`src/rtl/controller_sequencer_pkg.sv`:
```
// Shared SAP-1 definitions: opcodes, control-word bit positions, T-state
// one-hot codes and the control-word decode used by the sequencer.
package controller_sequencer_pkg;

    localparam logic [3:0] OP_LDA = 4'b0000;
    localparam logic [3:0] OP_ADD = 4'b0001;
    localparam logic [3:0] OP_SUB = 4'b0010;
    localparam logic [3:0] OP_OUT = 4'b1110;
    localparam logic [3:0] OP_HLT = 4'b1111;

    localparam int CW_CP     = 11;
    localparam int CW_EP     = 10;
    localparam int CW_LM_N   = 9;
    localparam int CW_CE_N   = 8;
    localparam int CW_LI_N   = 7;
    localparam int CW_EI_N   = 6;
    localparam int CW_LA_N   = 5;
    localparam int CW_EA     = 4;
    localparam int CW_SU     = 3;
    localparam int CW_EU     = 2;
    localparam int CW_LB_N   = 1;
    localparam int CW_LO_N   = 0;

    localparam logic [11:0] CW_INACTIVE  = 12'h3E3;
    localparam logic [11:0] CW_FETCH_T1  = 12'h5E3;
    localparam logic [11:0] CW_FETCH_T2  = 12'hBE3;
    localparam logic [11:0] CW_FETCH_T3  = 12'h263;
    localparam logic [11:0] CW_MEM_ADDR  = 12'h1A3;
    localparam logic [11:0] CW_LDA_T5    = 12'h2C3;
    localparam logic [11:0] CW_LOAD_B    = 12'h2E1;
    localparam logic [11:0] CW_ADD_T6    = 12'h3C7;
    localparam logic [11:0] CW_SUB_T6    = 12'h3CF;
    localparam logic [11:0] CW_OUT_T4    = 12'h3F2;

    localparam logic [5:0] T1 = 6'b000001;
    localparam logic [5:0] T2 = 6'b000010;
    localparam logic [5:0] T3 = 6'b000100;
    localparam logic [5:0] T4 = 6'b001000;
    localparam logic [5:0] T5 = 6'b010000;
    localparam logic [5:0] T6 = 6'b100000;

    // True when exactly one ring bit is set.
    function automatic logic is_onehot6(input logic [5:0] v);
        logic [2:0] cnt;
        cnt = 3'd0;
        for (int i = 0; i < 6; i++) begin
            cnt = cnt + {2'b00, v[i]};
        end
        return (cnt == 3'd1);
    endfunction

    // Control word for a given ring position, opcode and halt state.
    function automatic logic [11:0] decode_cw(input logic [5:0] t,
                                              input logic [3:0] op,
                                              input logic       h);
        logic [11:0] cw;
        cw = CW_INACTIVE;
        if (h) begin
            cw = CW_INACTIVE;
        end else begin
            case (t)
                T1: cw = CW_FETCH_T1;
                T2: cw = CW_FETCH_T2;
                T3: cw = CW_FETCH_T3;
                T4: begin
                    case (op)
                        OP_LDA, OP_ADD, OP_SUB: cw = CW_MEM_ADDR;
                        OP_OUT:                 cw = CW_OUT_T4;
                        default:                cw = CW_INACTIVE;
                    endcase
                end
                T5: begin
                    case (op)
                        OP_LDA:         cw = CW_LDA_T5;
                        OP_ADD, OP_SUB: cw = CW_LOAD_B;
                        default:        cw = CW_INACTIVE;
                    endcase
                end
                T6: begin
                    case (op)
                        OP_ADD:  cw = CW_ADD_T6;
                        OP_SUB:  cw = CW_SUB_T6;
                        default: cw = CW_INACTIVE;
                    endcase
                end
                default: cw = CW_INACTIVE;
            endcase
        end
        return cw;
    endfunction

endpackage

```
`src/rtl/controller_sequencer_ring_counter_6.sv`:
```
// Six-position one-hot ring (T1..T6), advancing on the falling clock edge,
// with a hold input and recovery to T1 from any non-one-hot state.
module ring_counter_6
    import controller_sequencer_pkg::*;
(
    input  logic       i_clk,
    input  logic       i_rst_n,
    input  logic       i_hold,
    output logic [5:0] o_ring
);

    logic [5:0] r_ring;

    // Ring register: rotate, hold, or resynchronise to T1 if corrupted.
    always_ff @(negedge i_clk or negedge i_rst_n) begin
        if (!i_rst_n) begin
            r_ring <= T1;
        end else if (!is_onehot6(r_ring)) begin
            r_ring <= T1;
        end else if (i_hold) begin
            r_ring <= r_ring;
        end else begin
            r_ring <= {r_ring[4:0], r_ring[5]};
        end
    end

    assign o_ring = r_ring;

endmodule

```
`src/rtl/controller_sequencer.sv`:
```
// SAP-1 controller-sequencer: ring-counter timing, halt flag and
// combinational decode of the 12-bit control word.
module controller_sequencer
    import controller_sequencer_pkg::*;
(
    input  logic        clk,
    input  logic        low_async_reset,
    input  logic [3:0]  opcode,
    output logic [11:0] control_word,
    output logic [5:0]  t_state,
    output logic        halted
);

    logic [5:0]  w_ring;
    logic        r_halted;
    logic        w_halt_set;
    logic        w_hold;
    logic [11:0] w_cw;

    // The edge that leaves T4 on HLT must already freeze the ring.
    assign w_halt_set = (w_ring == T4) && (opcode == OP_HLT);
    assign w_hold     = r_halted | w_halt_set;

    ring_counter_6 u_ring (
        .i_clk   (clk),
        .i_rst_n (low_async_reset),
        .i_hold  (w_hold),
        .o_ring  (w_ring)
    );

    // Halt flag: set when HLT leaves T4, cleared only by reset.
    always_ff @(negedge clk or negedge low_async_reset) begin
        if (!low_async_reset) begin
            r_halted <= 1'b0;
        end else if (w_halt_set) begin
            r_halted <= 1'b1;
        end else begin
            r_halted <= r_halted;
        end
    end

    // Decode depends only on registered ring/halt state plus opcode.
    always_comb begin
        w_cw = CW_INACTIVE;
        w_cw = decode_cw(w_ring, opcode, r_halted);
    end

    assign control_word = w_cw;
    assign t_state      = w_ring;
    assign halted       = r_halted;

endmodule
```
`config.mk`:
```
export PLATFORM = sky130hd
export DESIGN_NAME = controller_sequencer
export DESIGN_NICKNAME = d
export VERILOG_FILES = /design/src/rtl/controller_sequencer_pkg.sv /design/src/rtl/controller_sequencer_ring_counter_6.sv /design/src/rtl/controller_sequencer.sv
export SDC_FILE = /design/constraint.sdc
export NUM_CORES = 1
export LEC_CHECK = 0
export BUFFER_PORTS_ARGS = -buffer_cell sky130_fd_sc_hd__buf_2
export CAP_MARGIN = 30
export CORE_UTILIZATION = 30
export CTS_BUF_LIST = sky130_fd_sc_hd__clkbuf_8 sky130_fd_sc_hd__clkbuf_16
export CTS_CLUSTER_SIZE = 25
export DETAILED_ROUTE_END_ITERATION = 6
export PLACE_DENSITY_LB_ADDON = 0.05
export SETUP_SLACK_MARGIN = 0.05
export SYNTH_ARGS = -nofsm -noshare
export SYNTH_HDL_FRONTEND = slang
export SYNTH_SLANG_ARGS = --single-unit
```
`constraint.sdc`:
```
create_clock -name clk -period 6.6 [get_ports clk]
set_input_delay 0.33 -clock clk [delete_from_list [all_inputs] [get_ports clk]]
set_output_delay 0.33 -clock clk [all_outputs]
set_load 0.03 [all_outputs]
```
Word level (Yosys, flattened, before mapping):

Cells that the tools add are included.
W data, S select, Z words.

* $add $sub $neg: 5
* equal/unequal tests: 12
* muxes and demuxes: 7
* bitwise operators: 1
* reduce and logical (&&, ||, !) cells: 4

Operators by type and width (number)
* $pmux W12 S6: 1
* $pmux W10 S2: 1
* $pmux W9 S2: 1
* $add A3 B1 Y3: 4
* $mux W12: 1
* $mux W6: 2
* $pmux W6 S2: 1
* $eq A4 B4 Y1 const B: 2
* $eq A6 B1 Y1 const B: 1
* $eq A6 B2 Y1 const B: 1
* $eq A6 B3 Y1 const B: 1
* $eq A6 B4 Y1 const B: 1
* $eq A6 B5 Y1 const B: 1
* $eq A6 B6 Y1 const B: 1
* $eq A4 B1 Y1 const B: 1
* $eq A4 B2 Y1 const B: 1
* $logic_not A4 Y1: 1
* $eq A3 B1 Y1 const B: 1
* $reduce_or A3 Y1: 1
* $add A1 B1 Y2: 1
* $ne A2 B2 Y1 const B: 1
* $reduce_or A2 Y1: 1
* $logic_and A1 B1 Y1: 1
* $or A1 B1 Y1: 1

* register bits: 7
* bits of input ports: 6
* output and inout port bits: 19
* logic and storage cells: 31

Logic depth before layout (Yosys ltp):

Gate-level depths: netlist (run 1).

* word-level depth: 7
* gate-level depth with buffers: 10
* mapped depth without buffers: 10

Hierarchy:

From an unflattened synthesis (run 1), not the netlist that was laid out.

* cell total of the unflattened synthesis: 71
* area total of the unflattened synthesis: 620.6 sq um

Modules (own cells, without submodules)
* ring_counter_6: instances 1, cells an instance 34, area an instance 359.1 sq um, sequential area each 151.4 sq um
* controller_sequencer: instances 1, cells an instance 37, area an instance 261.5 sq um, sequential area each 25.0 sq um

==> results.py, run 1 <==
metrics = {
    "detailed_routing": {
        "drc_errors": 0,
        "viasPerCell": 4.90,
        "ant_nets": 0,
        "wl_per_cell_um": 12.4,
        "dr.pass1.iters": 4,
        "vias": 627,
        "wirelength_mm": 1.59,
        "dr.first_iter.drc_count": 6,
    },
    "setup_path": {
        "crit_fanout": 5,
        "crit_chain": "inv_1 > ha_1 > or3b_1 > or4_4 > or4_4 > buf_2",
        "crit_slowest_cell": "or4_4",
        "crit_buf_inv": 2,
        "start_kind": "flop",
        "required_ns": 6.27,
        "critPathMaxStageDelay_ns": 0.48,
        "cp_common_cell": "or4_4",
        "critPathArrivalTime_ns": 5.69,
        "end_kind": "primary output",
        "critPathKind": "flop to primary output",
        "crit_family": "simple AND/OR/NAND/NOR gates",
    },
    "yosys": {
        "syn-instance-count": 76,
        "ys_ff_latch": 7,
        "ys_types": 33,
        "netlist_area_um2": 668,
        "ys_top_cells_by_area": "dfrtn_1 (22%), fa_1 (9.0%), ha_1 (7.5%)",
        "yosys.area.top_type": "dfrtn_1",
        "seq_area_frac_synth": 0.264,
        "avgSynthCellArea_um2": 8.79,
        "yosys_warnings": 0,
        "syn_nets": 89,
        "synth-async-reset-ratio": 1.00,
        "synthDominantCellAreaShare": 0.225,
        "synth_edf_count": 0,
        "ys.flop_type": "dfrtn_1",
    },
    "power": {
        "p_leak_uw": 0.000417,
        "p_clk_frac": 0.145,
        "power_density_nw_per_um2": 493,
        "internal-power_uw": 200,
        "pwr-share-comb": 0.641,
        "power_frac_seq": 0.214,
        "p_switching_uw": 218,
        "vdd_ir_drop_max_mv": 0.230,
        "power.share.switching": 0.522,
    },
    "final_layout": {
        "layout-drive-gt1-share": 0.317,
        "postLayoutCoreUtil": 0.420,
        "antenna_cells": 0,
        "layout.nets": 115,
        "final_common_cell": "buf_2",
        "syn_to_final_growth_pct": 27.0,
        "final_cell_mix": "buf_2 (24), inv_1 (12), nand2_1 (7)",
    },
    "cts": {
        "ctsHoldBuffers": 0,
        "clk_latency_ns": 0.29,
        "ctsHtreeMaxLevel": 1,
        "cts_sinks": 7,
        "cts-root-to-sink-buffers": 2,
        "ctsResizeCount": 0,
        "cts_buffers": 3,
        "cts_root_buf": "clkbuf_8",
        "cts_tree": "built",
        "cts.clk_slew.worst_paths_ns": 0.03,
        "cts_setup_buffers": 0,
    },
    "placed_design": {
        "place_congestion": 0.732,
        "port_buffers": 24,
        "dp_hpwl_mm": 1.28,
    },
    "timing": {
        "relSlewSlack": 0.653,
        "tightest_slew_ns": 0.517,
        "clock_skew_ns": 0.0427,
        "setup_viol": 0,
        "hold_violations": 0,
        "tns_ns": 0,
        "rsz0062_at_grt": "no",
        "report.final.slew_viol_count": 0,
    },
    "grt": {
        "grt_max_degree": 16,
        "grt_pass1_vias": 587,
        "overflow": 0,
        "antenna_found_initial": 0,
        "grt_pass1_wl_mm": 2.77,
        "grt.total_usage": 0.151,
    },
    "floorplanning": {
        "die-area_um2": 2420,
        "die_w_um": 49.2,
        "initial_core_util": 0.330,
        "core_area_um2": 2020,
        "die_y_um": 49.2,
        "placement_rows": 16,
        "top_level_ports": 25,
    },
    "run": {
        "drv_cap": 0,
    },
    "outcome": {
        "status": "completed",
    },
    "hold_path": {
        "min_path_type": "flop to flop",
    },
}
-- cells by family after synthesis --
logic type / count (synthesis) / share of synthesized area
AO/OA/AOI/OAI: 13 / 0.150
AND/OR/NAND/NOR: 32 / 0.288
buffers and inverters: 14 / 0.0899
flip-flops: 7 / 0.264
multiplexers: 2 / 0.0300
adder cells (fa/ha/maj): 7 / 0.165
XOR/XNOR: 1 / 0.0131
-- power by group through the flow --
stage / Sequential [uW] / Combinational [uW] / Clock, uW
floorplan: 103 / 192 / 1.90
global placement: 90.3 / 277 / 1.90
detailed placement: 90.4 / 272 / 1.90
CTS: 90.0 / 273 / 63.1
global route: 94.8 / 299 / 66.3
finish: 89.4 / 268 / 60.5
-- sequential cells by signal, indices dropped and copies added (netlist names) --
| signal | count |
|---|---|
| halted | 1 |
| u_ring.o_ring | 6 |
-- tightest hold or removal path: stages, from the launching register on --
cell,delay (ns)
dfrtn_1,0.38
nand2_1,0.08
mux2i_1,0.06
-- stage by stage --
step	total power, uW	worst slack (ns)	hold slack [ns]	std cells	instance area, um^2
detailed placement	364	0.847	0.579	124	803
floorplan	296	0.705	0.623	76	668
CTS	426	0.562	0.615	128	848
finish	418	0.578	0.601	128	848
global route	460	0.445	0.647	128	848
global placement	370	0.876	0.576	124	803
-- routing by layer --
metal,GRT usage,vias to the layer above,share of wire
met5,0,-,0
met3,0.0810,0,0.10
met2,0.212,26,0.43
li1,-,316,-
met1,0.208,285,0.47
met4,0.0147,0,0
-- synth_stat cells (2+ instances only) --
master    number
a21oi_1        2
nand2b_1       3
or4_4          2
dfrtn_1        6
nor4_1         3
fa_1           3
nor2_1         4
nand2_1        7
ha_1           4
nor3_1         4
clkbuf_1       2
or3_1          2
mux2i_1        2
and2_1         2
a211o_1        2
inv_1         11
-- worst paths after layout --
| path | startpoint | to | slack [ns] | cells after the start |
|---|---|---|---|---|
| min | u_ring.o_ring[1]$_DFFE_NN0P_ | u_ring.o_ring[1]$_DFFE_NN0P_ | 0.60 | 2 |
| max reg2reg | u_ring.o_ring[0]$_DFFE_NN1P_ | u_ring.o_ring[0]$_DFFE_NN1P_ | 3.57 | 9 |
| max | u_ring.o_ring[0]$_DFFE_NN1P_ | control_word[1] | 0.58 | 6 |
| max in group asynchronous | low_async_reset | u_ring.o_ring[0]$_DFFE_NN1P_ | 3.20 | 1 |
| min in group asynchronous | low_async_reset | u_ring.o_ring[3]$_DFFE_NN0P_ | 3.10 | 1 |
| min reg2reg | u_ring.o_ring[1]$_DFFE_NN0P_ | u_ring.o_ring[1]$_DFFE_NN0P_ | 0.60 | 2 |
-- cell type report --
type | instances | area [um^2]
Clock buffer | 3 | 41.3
Inverter | 10 | 37.5
Fill cell | 229 | 1170
Sequential cell | 7 | 176
Tap cell | 27 | 33.8
Clock inverter | 2 | 7.51
Multi-Input combinational cell | 55 | 432
Timing Repair Buffer | 24 | 120
No activity file was read; power rests on OpenSTA's default activity.
==> run 2: changes to the inputs <==
--- a/config.mk
+++ b/config.mk
@@ -7,12 +7,14 @@
 export LEC_CHECK = 0
 export BUFFER_PORTS_ARGS = -buffer_cell sky130_fd_sc_hd__buf_2
 export CAP_MARGIN = 30
+export CORE_MARGIN = 2
 export CORE_UTILIZATION = 30
 export CTS_BUF_LIST = sky130_fd_sc_hd__clkbuf_8 sky130_fd_sc_hd__clkbuf_16
 export CTS_CLUSTER_SIZE = 25
 export DETAILED_ROUTE_END_ITERATION = 6
 export PLACE_DENSITY_LB_ADDON = 0.05
 export SETUP_SLACK_MARGIN = 0.05
+export SLEW_MARGIN = 20
 export SYNTH_ARGS = -nofsm -noshare
 export SYNTH_HDL_FRONTEND = slang
 export SYNTH_SLANG_ARGS = --single-unit
==> run 2 against run 1 <==
Compared with the run above:
- die area increased by 8.3%
- clock skew decreased by 0.0034 ns
- combinational power increased by 1%
- global-route usage decreased by 1.7 points
- critical path depth unchanged
- cell area increased by 0.15%
- via count increased by 1.8%
- count of clock-buffer cells in the layout unchanged
- register-to-register slack got worse by 0.03 ns
- hold slack got worse by 0.019 ns
- largest cell class unchanged
- largest power group unchanged
==> results.py, run 2 (same netlist as run 1, synthesis figures left out) <==
metrics = {
    "outcome": {
        "status": "completed",
    },
    "cts": {
        "ctsResizeCount": 0,
        "ctsHtreeMaxLevel": 1,
        "cts_tree": "built",
        "ctsHoldBuffers": 0,
        "cts_root_buf": "clkbuf_8",
        "cts_setup_buffers": 0,
        "cts_buffers": 3,
        "clk_latency_ns": 0.28,
        "cts_sinks": 7,
        "cts.clk_slew.worst_paths_ns": 0.03,
        "cts-root-to-sink-buffers": 2,
    },
    "final_layout": {
        "largest_reg_flops": 6,
        "stdcell_count": 129,
        "final_common_cell": "buf_2",
        "syn_to_final_growth_pct": 27.2,
        "postLayoutCoreUtil": 0.395,
        "layout.nets": 115,
        "antenna_cells": 0,
        "final_cell_mix": "buf_2 (24), inv_1 (12), nand2_1 (7)",
        "layout-drive-gt1-share": 0.317,
    },
    "detailed_routing": {
        "dr.pass1.iters": 4,
        "dr.first_iter.drc_count": 8,
        "drc_errors": 0,
        "wirelength_mm": 1.58,
        "vias": 638,
        "wl_per_cell_um": 12.2,
        "viasPerCell": 4.95,
        "ant_nets": 0,
    },
    "timing": {
        "tns_ns": 0,
        "relSlewSlack": 0.641,
        "clock_skew_ns": 0.0393,
        "hold_violations": 0,
        "setup_viol": 0,
        "tightest_slew_ns": 0.534,
        "fin_ws_ns": 0.570,
        "whs_ns": 0.583,
        "rsz0062_at_grt": "no",
        "report.final.slew_viol_count": 0,
    },
    "grt": {
        "antenna_found_initial": 0,
        "grt_pass1_wl_mm": 2.65,
        "overflow": 0,
        "grt_max_degree": 16,
        "grt.total_usage": 0.134,
        "grt_pass1_vias": 594,
    },
    "setup_path": {
        "end_kind": "primary output",
        "critPathArrivalTime_ns": 5.70,
        "crit_fanout": 5,
        "cp_common_cell": "or4_4",
        "crit_chain": "inv_1 > ha_1 > or3b_1 > or4_4 > or4_4 > buf_2",
        "required_ns": 6.27,
        "critPathKind": "flop to primary output",
        "crit_slowest_cell": "or4_4",
        "crit_buf_inv": 2,
        "critPathMaxStageDelay_ns": 0.48,
        "start_kind": "flop",
        "crit_family": "simple AND/OR/NAND/NOR gates",
    },
    "hold_path": {
        "min_path_type": "flop to flop",
    },
    "power": {
        "power_density_nw_per_um2": 494,
        "vdd_ir_drop_max_mv": 0.248,
        "p_leak_uw": 0.000417,
    },
    "run": {
        "drv_cap": 0,
    },
    "placed_design": {
        "pre_cts_ws_ns": 0.826,
        "place_inst": 125,
        "dp_hpwl_mm": 1.32,
        "place_congestion": 0.751,
        "port_buffers": 24,
    },
    "floorplanning": {
        "top_level_ports": 25,
        "core_area_um2": 2150,
        "die_y_um": 51.2,
        "placement_rows": 17,
        "die-area_um2": 2620,
        "die_w_um": 51.2,
        "initial_core_util": 0.311,
    },
}
run 2: cell counts in the layout (fill, tap and decap cells not counted):
No cell type changed its count.
run 2: worst paths after layout:
kind	slack (ns)	from	endpoint	cells past startpoint
hold reg to reg	0.58	u_ring.o_ring[1]$_DFFE_NN0P_	u_ring.o_ring[1]$_DFFE_NN0P_	2
min in group asynchronous	3.09	low_async_reset	u_ring.o_ring[5]$_DFFE_NN0P_	1
setup reg to reg	3.54	u_ring.o_ring[0]$_DFFE_NN1P_	u_ring.o_ring[3]$_DFFE_NN0P_	9
setup / recovery	0.57	u_ring.o_ring[0]$_DFFE_NN1P_	control_word[1]	6
max in group asynchronous	3.21	low_async_reset	u_ring.o_ring[0]$_DFFE_NN1P_	1
hold / removal	0.58	u_ring.o_ring[1]$_DFFE_NN0P_	u_ring.o_ring[1]$_DFFE_NN0P_	2
run 2: routing by layer:
layer,vias up,wire (um),track usage
met5,-,0,0
met1,291,741,0.174
met3,2,77,0.0234
li1,327,-,-
met4,0,6,0.0676
met2,18,753,0.212
run 2: tightest hold or removal path, stage by stage, from the launching register on:
cell,delay [ns]
dfrtn_1,0.45
nand2_1,0.06
mux2i_1,0.13
run 2: cell type report:
cell class	count	area, um^2
fillers	222	1300
multi-input cells	55	432
flip-flops and latches	7	176
repair buffers	24	120
clock buffers	3	41.3
inverters	10	37.5
well taps	28	35.0
clock inverters	2	7.51
run 2: where the power goes:
part	internal, uW	total (uW)	switching [uW]
combinational	98.4	272	174
clock	40.9	59.0	18.1
sequential	61.5	88.5	27.0
run 2: metrics by stage:
step	total power, uW	cell area [um^2]
floorplan	296	668
global placement	370	805
detailed placement	368	805
CTS	429	850
global route	463	850
finish	420	850
==> run 3: changes to the inputs <==
--- a/config.mk
+++ b/config.mk
@@ -13,6 +13,7 @@
 export CTS_CLUSTER_SIZE = 25
 export DETAILED_ROUTE_END_ITERATION = 6
 export PLACE_DENSITY_LB_ADDON = 0.05
+export RECOVER_POWER = 100
 export SETUP_SLACK_MARGIN = 0.05
 export SLEW_MARGIN = 20
 export SYNTH_ARGS = -nofsm -noshare
==> constraint.sdc (replaced) <==
create_clock -name clk -period 5.15 [get_ports clk]
set_input_delay 0.2575 -clock clk [delete_from_list [all_inputs] [get_ports clk]]
set_output_delay 0.2575 -clock clk [all_outputs]
set_load 0.03 [all_outputs]
==> run 3 against run 2 <==
Compared with the run above:
- the run now ends with negative setup slack left
- via count grew 0.47%
- setup slack worse by 0.61 ns
- clock power grew 26%
- register-to-register slack worse by 1.5 ns
==> results.py, run 3 (same netlist as run 1, synthesis figures left out) <==
metrics = {
    "setup_path": {
        "r2r-end": "u_ring.o_ring[4]$_DFFE_NN0P_",
        "r2r_start": "u_ring.o_ring[0]$_DFFE_NN1P_",
        "crit_fanout": 5,
        "crit_buf_inv": 2,
        "r2r_setup_slack_ns": 2.06,
        "cp.depth": 6,
        "required_ns": 4.89,
        "cp_common_cell": "or4_4",
        "crit_slowest_cell": "or4_4",
        "crit_start": "u_ring.o_ring[0]$_DFFE_NN1P_",
        "crit_chain": "inv_2 > ha_1 > or3b_4 > or4_4 > or4_4 > buf_6",
        "crit_end": "control_word[1]",
        "crit_family": "simple AND/OR/NAND/NOR gates",
        "worstRegToRegCells": 9,
        "critPathMaxStageDelay_ns": 0.49,
        "end_kind": "primary output",
        "start_kind": "flop",
        "critPathKind": "flop to primary output",
        "critPathArrivalTime_ns": 4.93,
    },
    "final_layout": {
        "largest_reg_flops": 6,
        "final_common_cell": "clkbuf_1",
        "antenna_cells": 0,
        "layout.nets": 119,
        "final_cell_mix": "clkbuf_1 (15), inv_1 (11), nand2_1 (7)",
        "layout-drive-gt1-share": 0.219,
        "postLayoutCoreUtil": 0.405,
        "syn_to_final_growth_pct": 30.1,
    },
    "detailed_routing": {
        "wirelength_met1_um": 783,
        "wl_met3_um": 84,
        "drc_errors": 0,
        "wirelength_mm": 1.62,
        "viasPerCell": 4.82,
        "dr.first_iter.drc_count": 1,
        "dr.pass1.iters": 4,
        "ant_nets": 0,
        "wl_met2_um": 739,
        "vias": 641,
        "top_layer": "met4",
        "wl_per_cell_um": 12.2,
    },
    "cts": {
        "cts_sinks": 7,
        "ctsHoldBuffers": 0,
        "clk_latency_ns": 0.28,
        "cts_buffers": 3,
        "cts.clk_slew.worst_paths_ns": 0.03,
        "ctsHtreeMaxLevel": 1,
        "cts-root-to-sink-buffers": 2,
        "cts_tree": "built",
        "cts_root_buf": "clkbuf_8",
    },
    "run": {
        "drv_cap": 0,
    },
    "timing": {
        "report.final.slew_viol_count": 0,
        "tightest_slew_ns": 0.557,
        "fin_ws_ns": -0.0356,
        "tns_ns": -0.0356,
        "relSlewSlack": 0.626,
        "hold_violations": 0,
        "whs_ns": 0.575,
        "clock_skew_ns": 0.0411,
        "setup_viol": 1,
        "rsz0062_at_grt": "yes",
    },
    "grt": {
        "grt_pass1_wl_mm": 2.55,
        "overflow": 0,
        "grt_max_degree": 15,
        "grt_pass1_vias": 596,
        "grt.total_usage": 0.129,
        "antenna_found_initial": 0,
    },
    "hold_path": {
        "min_path_type": "flop to flop",
        "min_from": "u_ring.o_ring[0]$_DFFE_NN1P_",
    },
    "outcome": {
        "status": "finished, violations left",
        "violations": "negative setup slack",
    },
    "floorplanning": {
        "die_y_um": 51.2,
        "die-area_um2": 2620,
        "die_w_um": 51.2,
        "initial_core_util": 0.311,
        "top_level_ports": 25,
        "core_area_um2": 2150,
        "placement_rows": 17,
    },
    "placed_design": {
        "place_congestion": 0.810,
        "port_buffers": 24,
        "dp_hpwl_mm": 1.33,
    },
    "power": {
        "power_density_nw_per_um2": 633,
        "vdd_ir_drop_max_mv": 0.373,
        "p_leak_uw": 0.000394,
    },
}
-- run 3: worst min path at each step --
stage                     slack [ns]  cells past startpoint                           end
after global placement          0.57                      2  u_ring.o_ring[1]$_DFFE_NN0P_
after detailed placement        0.58                      2  u_ring.o_ring[1]$_DFFE_NN0P_
after floorplan                 0.62                      2  u_ring.o_ring[1]$_DFFE_NN0P_
after global routing            0.60                      2  u_ring.o_ring[0]$_DFFE_NN1P_
after CTS                       0.58                      2  u_ring.o_ring[0]$_DFFE_NN1P_
final                           0.57                      2  u_ring.o_ring[0]$_DFFE_NN1P_
-- run 3: per-stage QoR --
| stage | cells | power (uW) | instance area, um^2 | setup WS (ns) |
|---|---|---|---|---|
| finish | 133 | 550 | 870 | -0.0356 |
| global route | 133 | 595 | 870 | -0.103 |
| CTS | 133 | 568 | 888 | -0.0470 |
| detailed placement | 128 | 481 | 827 | 0.179 |
| global placement | 128 | 487 | 827 | 0.224 |
| floorplan | 76 | 380 | 668 | 0.0528 |
-- run 3: cell type report --
| cell class | instances | area (um^2) |
|---|---|---|
| tap | 28 | 35.0 |
| inverter | 10 | 37.5 |
| timing repair buffer | 28 | 138 |
| multi-input combinational | 55 | 434 |
| sequential | 7 | 176 |
| fill | 248 | 1280 |
| clock buffer | 3 | 41.3 |
| clock inverter | 2 | 7.51 |
-- run 3: routing by layer --
metal | global-route usage | up-vias
met3 | 0.0175 | 2
met2 | 0.214 | 11
met1 | 0.161 | 301
li1 | - | 327
met5 | 0 | -
met4 | 0.0676 | 0
-- run 3: worst register-to-register path, delay by kind of cell, from the launching register on --
family / cells / cell delay, ns
buffers and inverters: 3 / 0.21
AND/OR/NAND/NOR: 1 / 0.50
AO/OA/AOI/OAI: 1 / 0.30
flip-flops: 1 / 0.56
adder cells (fa/ha/maj): 4 / 1.50
-- run 3: what timing repair did --
item,4_1_cts,5_1_grt
endpoints found under the setup margin,1,2
gates resized for setup,4,0
buffers inserted,1,0
-- run 3: power by group --
group | internal [uW] | switching, uW
logic | 132 | 245
clock network | 52.3 | 22.2
registers | 79.1 | 19.7
